===== config.mk =====
export PLATFORM = sky130hd
export DESIGN_NAME = screen_fill_flat
export DESIGN_NICKNAME = d
export VERILOG_FILES = /design/src/rtl/screen_fill_if.sv /design/src/rtl/screen_fill.sv /design/src/flat_wrapper.sv
export SDC_FILE = /design/constraint.sdc
export NUM_CORES = 1
export LEC_CHECK = 0
export CORE_ASPECT_RATIO = 1.25
export CORE_MARGIN = 5
export CORE_UTILIZATION = 45
export DETAILED_ROUTE_END_ITERATION = 16
export PLACE_DENSITY = 0.78
export SKIP_CTS_REPAIR_TIMING = 1
export SLEW_MARGIN = 20
export SYNTH_ARGS = -nofsm -noshare
export SYNTH_HDL_FRONTEND = slang
export SYNTH_SLANG_ARGS = --single-unit

===== constraint.sdc =====
create_clock -name CLK_50 -period 5.87 [get_ports CLK_50]
set_input_delay 0.8805 -clock CLK_50 [delete_from_list [all_inputs] [get_ports CLK_50]]
set_output_delay 0.8805 -clock CLK_50 [all_outputs]
set_load 0.05 [all_outputs]

===== src/rtl/screen_fill_if.sv =====
// Handshake and RAM-port bundle between the screen fill engine and its host/RAM side.
interface screen_fill_if #(
  parameter int DATA_WIDTH = 16,
  parameter int ADDR_WIDTH = 12
) ();
  logic                  start;
  logic [1:0]            mode;
  logic [DATA_WIDTH-1:0] pattern;
  logic [DATA_WIDTH-1:0] ram_rdata;
  logic [ADDR_WIDTH-1:0] ram_addr;
  logic [DATA_WIDTH-1:0] ram_wdata;
  logic                  ram_we;
  logic                  busy;
  logic                  cpu_stall;
  logic                  done;

  modport master (
    output start, mode, pattern, ram_rdata,
    input  ram_addr, ram_wdata, ram_we, busy, cpu_stall, done
  );

  modport slave (
    input  start, mode, pattern, ram_rdata,
    output ram_addr, ram_wdata, ram_we, busy, cpu_stall, done
  );
endinterface


===== src/rtl/screen_fill.sv =====
// Framebuffer fill engine: writes a generated pattern over the screen region of data RAM.
// All outputs are registered; next-state and next-output values are computed together.
module screen_fill #(
  parameter int DATA_WIDTH        = 16,
  parameter int ADDR_WIDTH        = 12,
  parameter int RAM_SCREEN_OFFSET = 0,
  parameter int SCREEN_WORDS      = 24
) (
  input  logic         CLK_50,
  input  logic         reset,
  screen_fill_if.slave bus
);
  localparam int IDX_W = (SCREEN_WORDS > 1) ? $clog2(SCREEN_WORDS) : 1;
  localparam logic [IDX_W-1:0]      LAST_IDX = IDX_W'(SCREEN_WORDS - 1);
  localparam logic [ADDR_WIDTH-1:0] BASE     = ADDR_WIDTH'(RAM_SCREEN_OFFSET);
  localparam logic [1:0] MODE_INC = 2'b01;
  localparam logic [1:0] MODE_INV = 2'b10;
  localparam logic [1:0] MODE_CHK = 2'b11;

  typedef enum logic [1:0] {IDLE, READ, WRITE, DONE} state_t;

  state_t                state_q, state_d;
  logic [IDX_W-1:0]      idx_q, idx_d;
  logic [1:0]            mode_q, mode_d;
  logic [DATA_WIDTH-1:0] pattern_q, pattern_d;
  logic [ADDR_WIDTH-1:0] ram_addr_q, ram_addr_d;
  logic [DATA_WIDTH-1:0] ram_wdata_q, ram_wdata_d;
  logic                  ram_we_q, ram_we_d;
  logic                  busy_q, busy_d;
  logic                  done_q, done_d;

  always_comb begin
    state_d     = state_q;
    idx_d       = idx_q;
    mode_d      = mode_q;
    pattern_d   = pattern_q;
    ram_addr_d  = '0;
    ram_wdata_d = '0;

    case (state_q)
      IDLE: begin
        if (bus.start) begin
          mode_d    = bus.mode;
          pattern_d = bus.pattern;
          idx_d     = '0;
          state_d   = (bus.mode == MODE_INV) ? READ : WRITE;
        end else begin
          state_d = IDLE;
        end
      end
      READ: state_d = WRITE;
      WRITE: begin
        if (idx_q == LAST_IDX) begin
          state_d = DONE;
        end else begin
          idx_d   = idx_q + IDX_W'(1);
          state_d = (mode_q == MODE_INV) ? READ : WRITE;
        end
      end
      DONE: begin
        state_d = IDLE;
        idx_d   = '0;
      end
      default: begin
        state_d = IDLE;
        idx_d   = '0;
      end
    endcase

    // Outputs for the coming cycle are decoded from the next state so they can be registered.
    busy_d   = (state_d != IDLE);
    done_d   = (state_d == DONE);
    ram_we_d = (state_d == WRITE);

    if ((state_d == READ) || (state_d == WRITE)) begin
      ram_addr_d = BASE + ADDR_WIDTH'(idx_d);
    end else begin
      ram_addr_d = '0;
    end

    // In invert mode the word read during READ is captured here on the READ->WRITE edge.
    if (state_d == WRITE) begin
      case (mode_d)
        MODE_INC: ram_wdata_d = pattern_d + DATA_WIDTH'(idx_d);
        MODE_INV: ram_wdata_d = ~bus.ram_rdata;
        MODE_CHK: ram_wdata_d = idx_d[0] ? ~pattern_d : pattern_d;
        default:  ram_wdata_d = pattern_d;
      endcase
    end else begin
      ram_wdata_d = '0;
    end
  end

  always_ff @(posedge CLK_50 or posedge reset) begin
    if (reset) begin
      state_q     <= IDLE;
      idx_q       <= '0;
      mode_q      <= 2'b00;
      pattern_q   <= '0;
      ram_addr_q  <= '0;
      ram_wdata_q <= '0;
      ram_we_q    <= 1'b0;
      busy_q      <= 1'b0;
      done_q      <= 1'b0;
    end else begin
      state_q     <= state_d;
      idx_q       <= idx_d;
      mode_q      <= mode_d;
      pattern_q   <= pattern_d;
      ram_addr_q  <= ram_addr_d;
      ram_wdata_q <= ram_wdata_d;
      ram_we_q    <= ram_we_d;
      busy_q      <= busy_d;
      done_q      <= done_d;
    end
  end

  assign bus.ram_addr  = ram_addr_q;
  assign bus.ram_wdata = ram_wdata_q;
  assign bus.ram_we    = ram_we_q;
  assign bus.busy      = busy_q;
  assign bus.cpu_stall = busy_q;
  assign bus.done      = done_q;
endmodule

===== src/flat_wrapper.sv =====
// flat-port wrapper written by rule: the top's interface ports become plain ports
module screen_fill_flat 
#(
  parameter int DATA_WIDTH        = 16,
  parameter int ADDR_WIDTH        = 12,
  parameter int RAM_SCREEN_OFFSET = 0,
  parameter int SCREEN_WORDS      = 24
)
  (CLK_50, reset, bus_start, bus_mode, bus_pattern, bus_ram_rdata, bus_ram_addr, bus_ram_wdata, bus_ram_we, bus_busy, bus_cpu_stall, bus_done);
  screen_fill_if #(.DATA_WIDTH(DATA_WIDTH), .ADDR_WIDTH(ADDR_WIDTH)) bus_i ();
  input  logic CLK_50;
  input  logic reset;
  input wire logic [$bits(bus_i.start)-1:0] bus_start;
  input wire logic [$bits(bus_i.mode)-1:0] bus_mode;
  input wire logic [$bits(bus_i.pattern)-1:0] bus_pattern;
  input wire logic [$bits(bus_i.ram_rdata)-1:0] bus_ram_rdata;
  output wire logic [$bits(bus_i.ram_addr)-1:0] bus_ram_addr;
  output wire logic [$bits(bus_i.ram_wdata)-1:0] bus_ram_wdata;
  output wire logic [$bits(bus_i.ram_we)-1:0] bus_ram_we;
  output wire logic [$bits(bus_i.busy)-1:0] bus_busy;
  output wire logic [$bits(bus_i.cpu_stall)-1:0] bus_cpu_stall;
  output wire logic [$bits(bus_i.done)-1:0] bus_done;
  assign bus_i.start = bus_start;
  assign bus_i.mode = bus_mode;
  assign bus_i.pattern = bus_pattern;
  assign bus_i.ram_rdata = bus_ram_rdata;
  assign bus_ram_addr = bus_i.ram_addr;
  assign bus_ram_wdata = bus_i.ram_wdata;
  assign bus_ram_we = bus_i.ram_we;
  assign bus_busy = bus_i.busy;
  assign bus_cpu_stall = bus_i.cpu_stall;
  assign bus_done = bus_i.done;
  screen_fill #(.DATA_WIDTH(DATA_WIDTH), .ADDR_WIDTH(ADDR_WIDTH), .RAM_SCREEN_OFFSET(RAM_SCREEN_OFFSET), .SCREEN_WORDS(SCREEN_WORDS)) u_core (.CLK_50(CLK_50), .reset(reset), .bus(bus_i));
endmodule

==> impl_metrics.toml <==
[synthesis]
synth_top_cell_by_area = "dfrtp_1"
ys_ff_latch = 49
synth_warnings = 0
synthCells = 307
seq_area_frac_synth = 0.412
ys_top_cells_by_area = "dfrtp_1 41%, a21oi_1 6.9%, ha_1 4.2%"
mappedNetlistArea_um2 = 2980
yosysTopAreaCellShare = 0.412
synthArstFlopShare = 1.00
ys.flop_type = "dfrtp_1"
synth_most_common_cell = "dfrtp_1"
ys_types = 63
syn_area_per_cell_um2 = 9.70
ys_top_cells_by_count = "49 x dfrtp_1, 41 x a21oi_1, 21 x nand2_1"
synth_enable_flop_cells = 0

[grt]
grtUsageTotal = 0.190
grt_max_degree = 50
grt_pass1_vias = 2547
grt_overflow = 0
antenna_found_initial = 0
grt_first_pass_wirelength_mm = 12.2

[worst_setup_path]
start_kind = "primary input"
cp_cell_sequence = "clkdlybuf4s50_1 -> nor2b_1 -> o221ai_1 -> o21ai_2 -> inv_1 -> ha_1 -> fa_1 -> nand3_1 -> a21boi_0 -> or2_2 -> a221o_1 -> a31oi_1 -> o221a_1"
crit_family = "compound AO/OA/AOI/OAI gates"
crit_slowest_cell = "clkdlybuf4s50_1"
critical_path.max_fanout = 16
crit_buf_inv = 2
required_ns = 6.12
ff2ff_setup_slack_ns = 1.80
worstSetupEndpointType = "flop"
critPathKind = "in2reg"
slowest_delay_ns = 0.51
arrival_ns = 4.54

[timing]
rsz0062_at_grt = "no"
final-hold-violation-count = 0
finalCritPeriodShare = 0.732
tightest_slew_ns = 0.929
timing.slew.headroom = 0.375
final-setup-viol-count = 0
fmax_ghz = 0.233
setup-tns-final_ns = 0
fin_crit_ns = 4.30
maxSlewViolCount = 0
setup_slack_ns = 1.57
finClkSkew_ns = 0.00677

[placement]
io_buffers = 61
gp_congestion = 0.964
dp_hpwl_mm = 5.53
placed_cells = 443
place_ws_ns = 1.31
place_area_um2 = 3610

[drt]
viasPerCell = 5.72
drt_iter0_markers = 226
postRouteAntennaNets = 0
routedWlPerCell_um = 16.7
vias = 2579
drt-total-wl_mm = 7.54
drt_pass1_iterations = 4
route.detailed.drc = 0

[clock_network]
clkTransAtPathRegs_ns = 0.09
cts_sinks = 49
clockBufferDepth = 2
htreeDepth = 2
numCtsBuffers = 5
clk_latency_ns = 0.31
tritoncts = "built"
cts_root_buffer = "clkbuf_8"

[run]
drv_cap = 0

[cells_and_area]
n_antenna_cell = 0
syn2layout_area_growth_pct = 25.7
drive_gt1_frac = 0.102
num-nets-final = 411
final_area_um2 = 3740
fin_cells = 451

[power_and_ir_drop]
p_leak_uw = 0.00161
p_int_uw = 1220
power.share.sequential = 0.235
comb_power_share = 0.645
swShare = 0.489
power.switching_uw = 1160
ir_drop_mv = 0.299
p_per_area_nw_per_um2 = 636
p_clk_frac = 0.119

[die]
die_w_um = 82.8
ios = 69
initial_core_util = 0.456
die_area_um2 = 8350
num_rows = 33
coreArea_um2 = 6520
dieHeight_um = 101

[run_status]
outcome = "finished clean"

[hold_path]
min_path_type = "reg2reg"
[cells by family (layout without fill, tap and decap cells)]
| group | after synthesis | in the layout | share of synthesized area |
|---|---|---|---|
| and+or+nand+nor | 76 | 76 | 0.129 |
| adders and majority gates | 11 | 11 | 0.0487 |
| AOI/OAI and AO/OA | 102 | 102 | 0.221 |
| other | 1 | 7 | 0.00126 |
| xor gates and xnor gates | 10 | 10 | 0.0294 |
| buffers and inverters | 35 | 86 | 0.0651 |
| muxes | 23 | 23 | 0.0929 |
| DFF | 49 | 49 | 0.412 |
[final timing paths]
kind	cells past startpoint	end	start
max	13	u_core.bus.ram_wdata[6]$_DFF_PP0_	bus_start
min reg2reg	1	u_core.pattern_q[0]$_DFF_PP0_	u_core.pattern_q[0]$_DFF_PP0_
min	1	u_core.pattern_q[0]$_DFF_PP0_	u_core.pattern_q[0]$_DFF_PP0_
max reg2reg	13	u_core.bus.ram_wdata[6]$_DFF_PP0_	u_core.idx_q[0]$_DFF_PP0_
max in group asynchronous	2	u_core.bus.done$_DFF_PP0_	reset
min in group asynchronous	2	u_core.pattern_q[13]$_DFF_PP0_	reset
[metal layers]
layer / vias up / wire length, um / share of wire / global-route usage
met5: - / 0 / 0 / 0
met4: 0 / 166 / 0.022 / 0.0730
li1: 1222 / - / - / -
met3: 17 / 592 / 0.078 / 0.0313
met1: 1229 / 3070 / 0.41 / 0.239
met2: 111 / 3710 / 0.49 / 0.320
[cells in the final DEF, fill, tap and decap left out, types with 2 or more instances in the layout]
cell type	instances
a21oi_1	41
xor2_1	4
nor2b_1	6
mux2i_1	8
nand2_1	21
a211o_1	2
conb_1	7
inv_2	3
a211oi_1	2
nand3_1	16
mux2_2	9
a21o_1	2
a31oi_1	4
clkinv_2	2
clkbuf_8	5
o21ai_1	5
bufinv_16	2
nand2b_1	3
dfrtp_1	49
o221ai_1	5
mux2i_2	2
ha_1	10
buf_4	3
o21ai_0	15
a22o_1	2
o22ai_1	3
nor2_1	14
clkdlybuf4s50_1	61
and3_1	4
a221o_1	3
nand4_1	2
mux2_4	3
xnor2_1	6
o211ai_1	2
inv_1	10
[cell type report]
class | count | area, um2
clock buffer | 5 | 68.8
clock inverter | 3 | 65.1
fill | 613 | 2780
inverter | 14 | 53.8
multi-input combinational | 229 | 1590
sequential | 49 | 1230
tap | 87 | 109
timing repair buffer | 64 | 633
[state kept, by name, summed over array words and instances, names as in the netlist]
signal	flops
u_core.state_q	2
u_core.bus.busy	1
u_core.mode_q	2
u_core.idx_q	5
u_core.bus.ram_wdata	16
u_core.bus.ram_addr	5
u_core.bus.done	1
u_core.bus.ram_we	1
u_core.pattern_q	16
[per-stage QoR]
stage	utilization	hold slack [ns]	total power, uW
5_1_grt	0.574	0.569	2540
2_1_floorplan	-	0.489	1710
3_3_place_gp	0.553	0.523	2060
6_report	0.574	0.541	2380
3_5_place_dp	0.553	0.522	2090
4_1_cts	0.573	0.546	2380
[power groups by stage]
| stage | clock network (uW) | registers [uW] | logic (uW) |
|---|---|---|---|
| detailed placement | 0 | 568 | 1520 |
| CTS | 288 | 560 | 1530 |
| global placement | 0 | 560 | 1500 |
| finish | 284 | 560 | 1540 |
| floorplan | 0 | 736 | 978 |
| global route | 305 | 578 | 1660 |
Note: power is estimated with default switching activity, not from simulation.
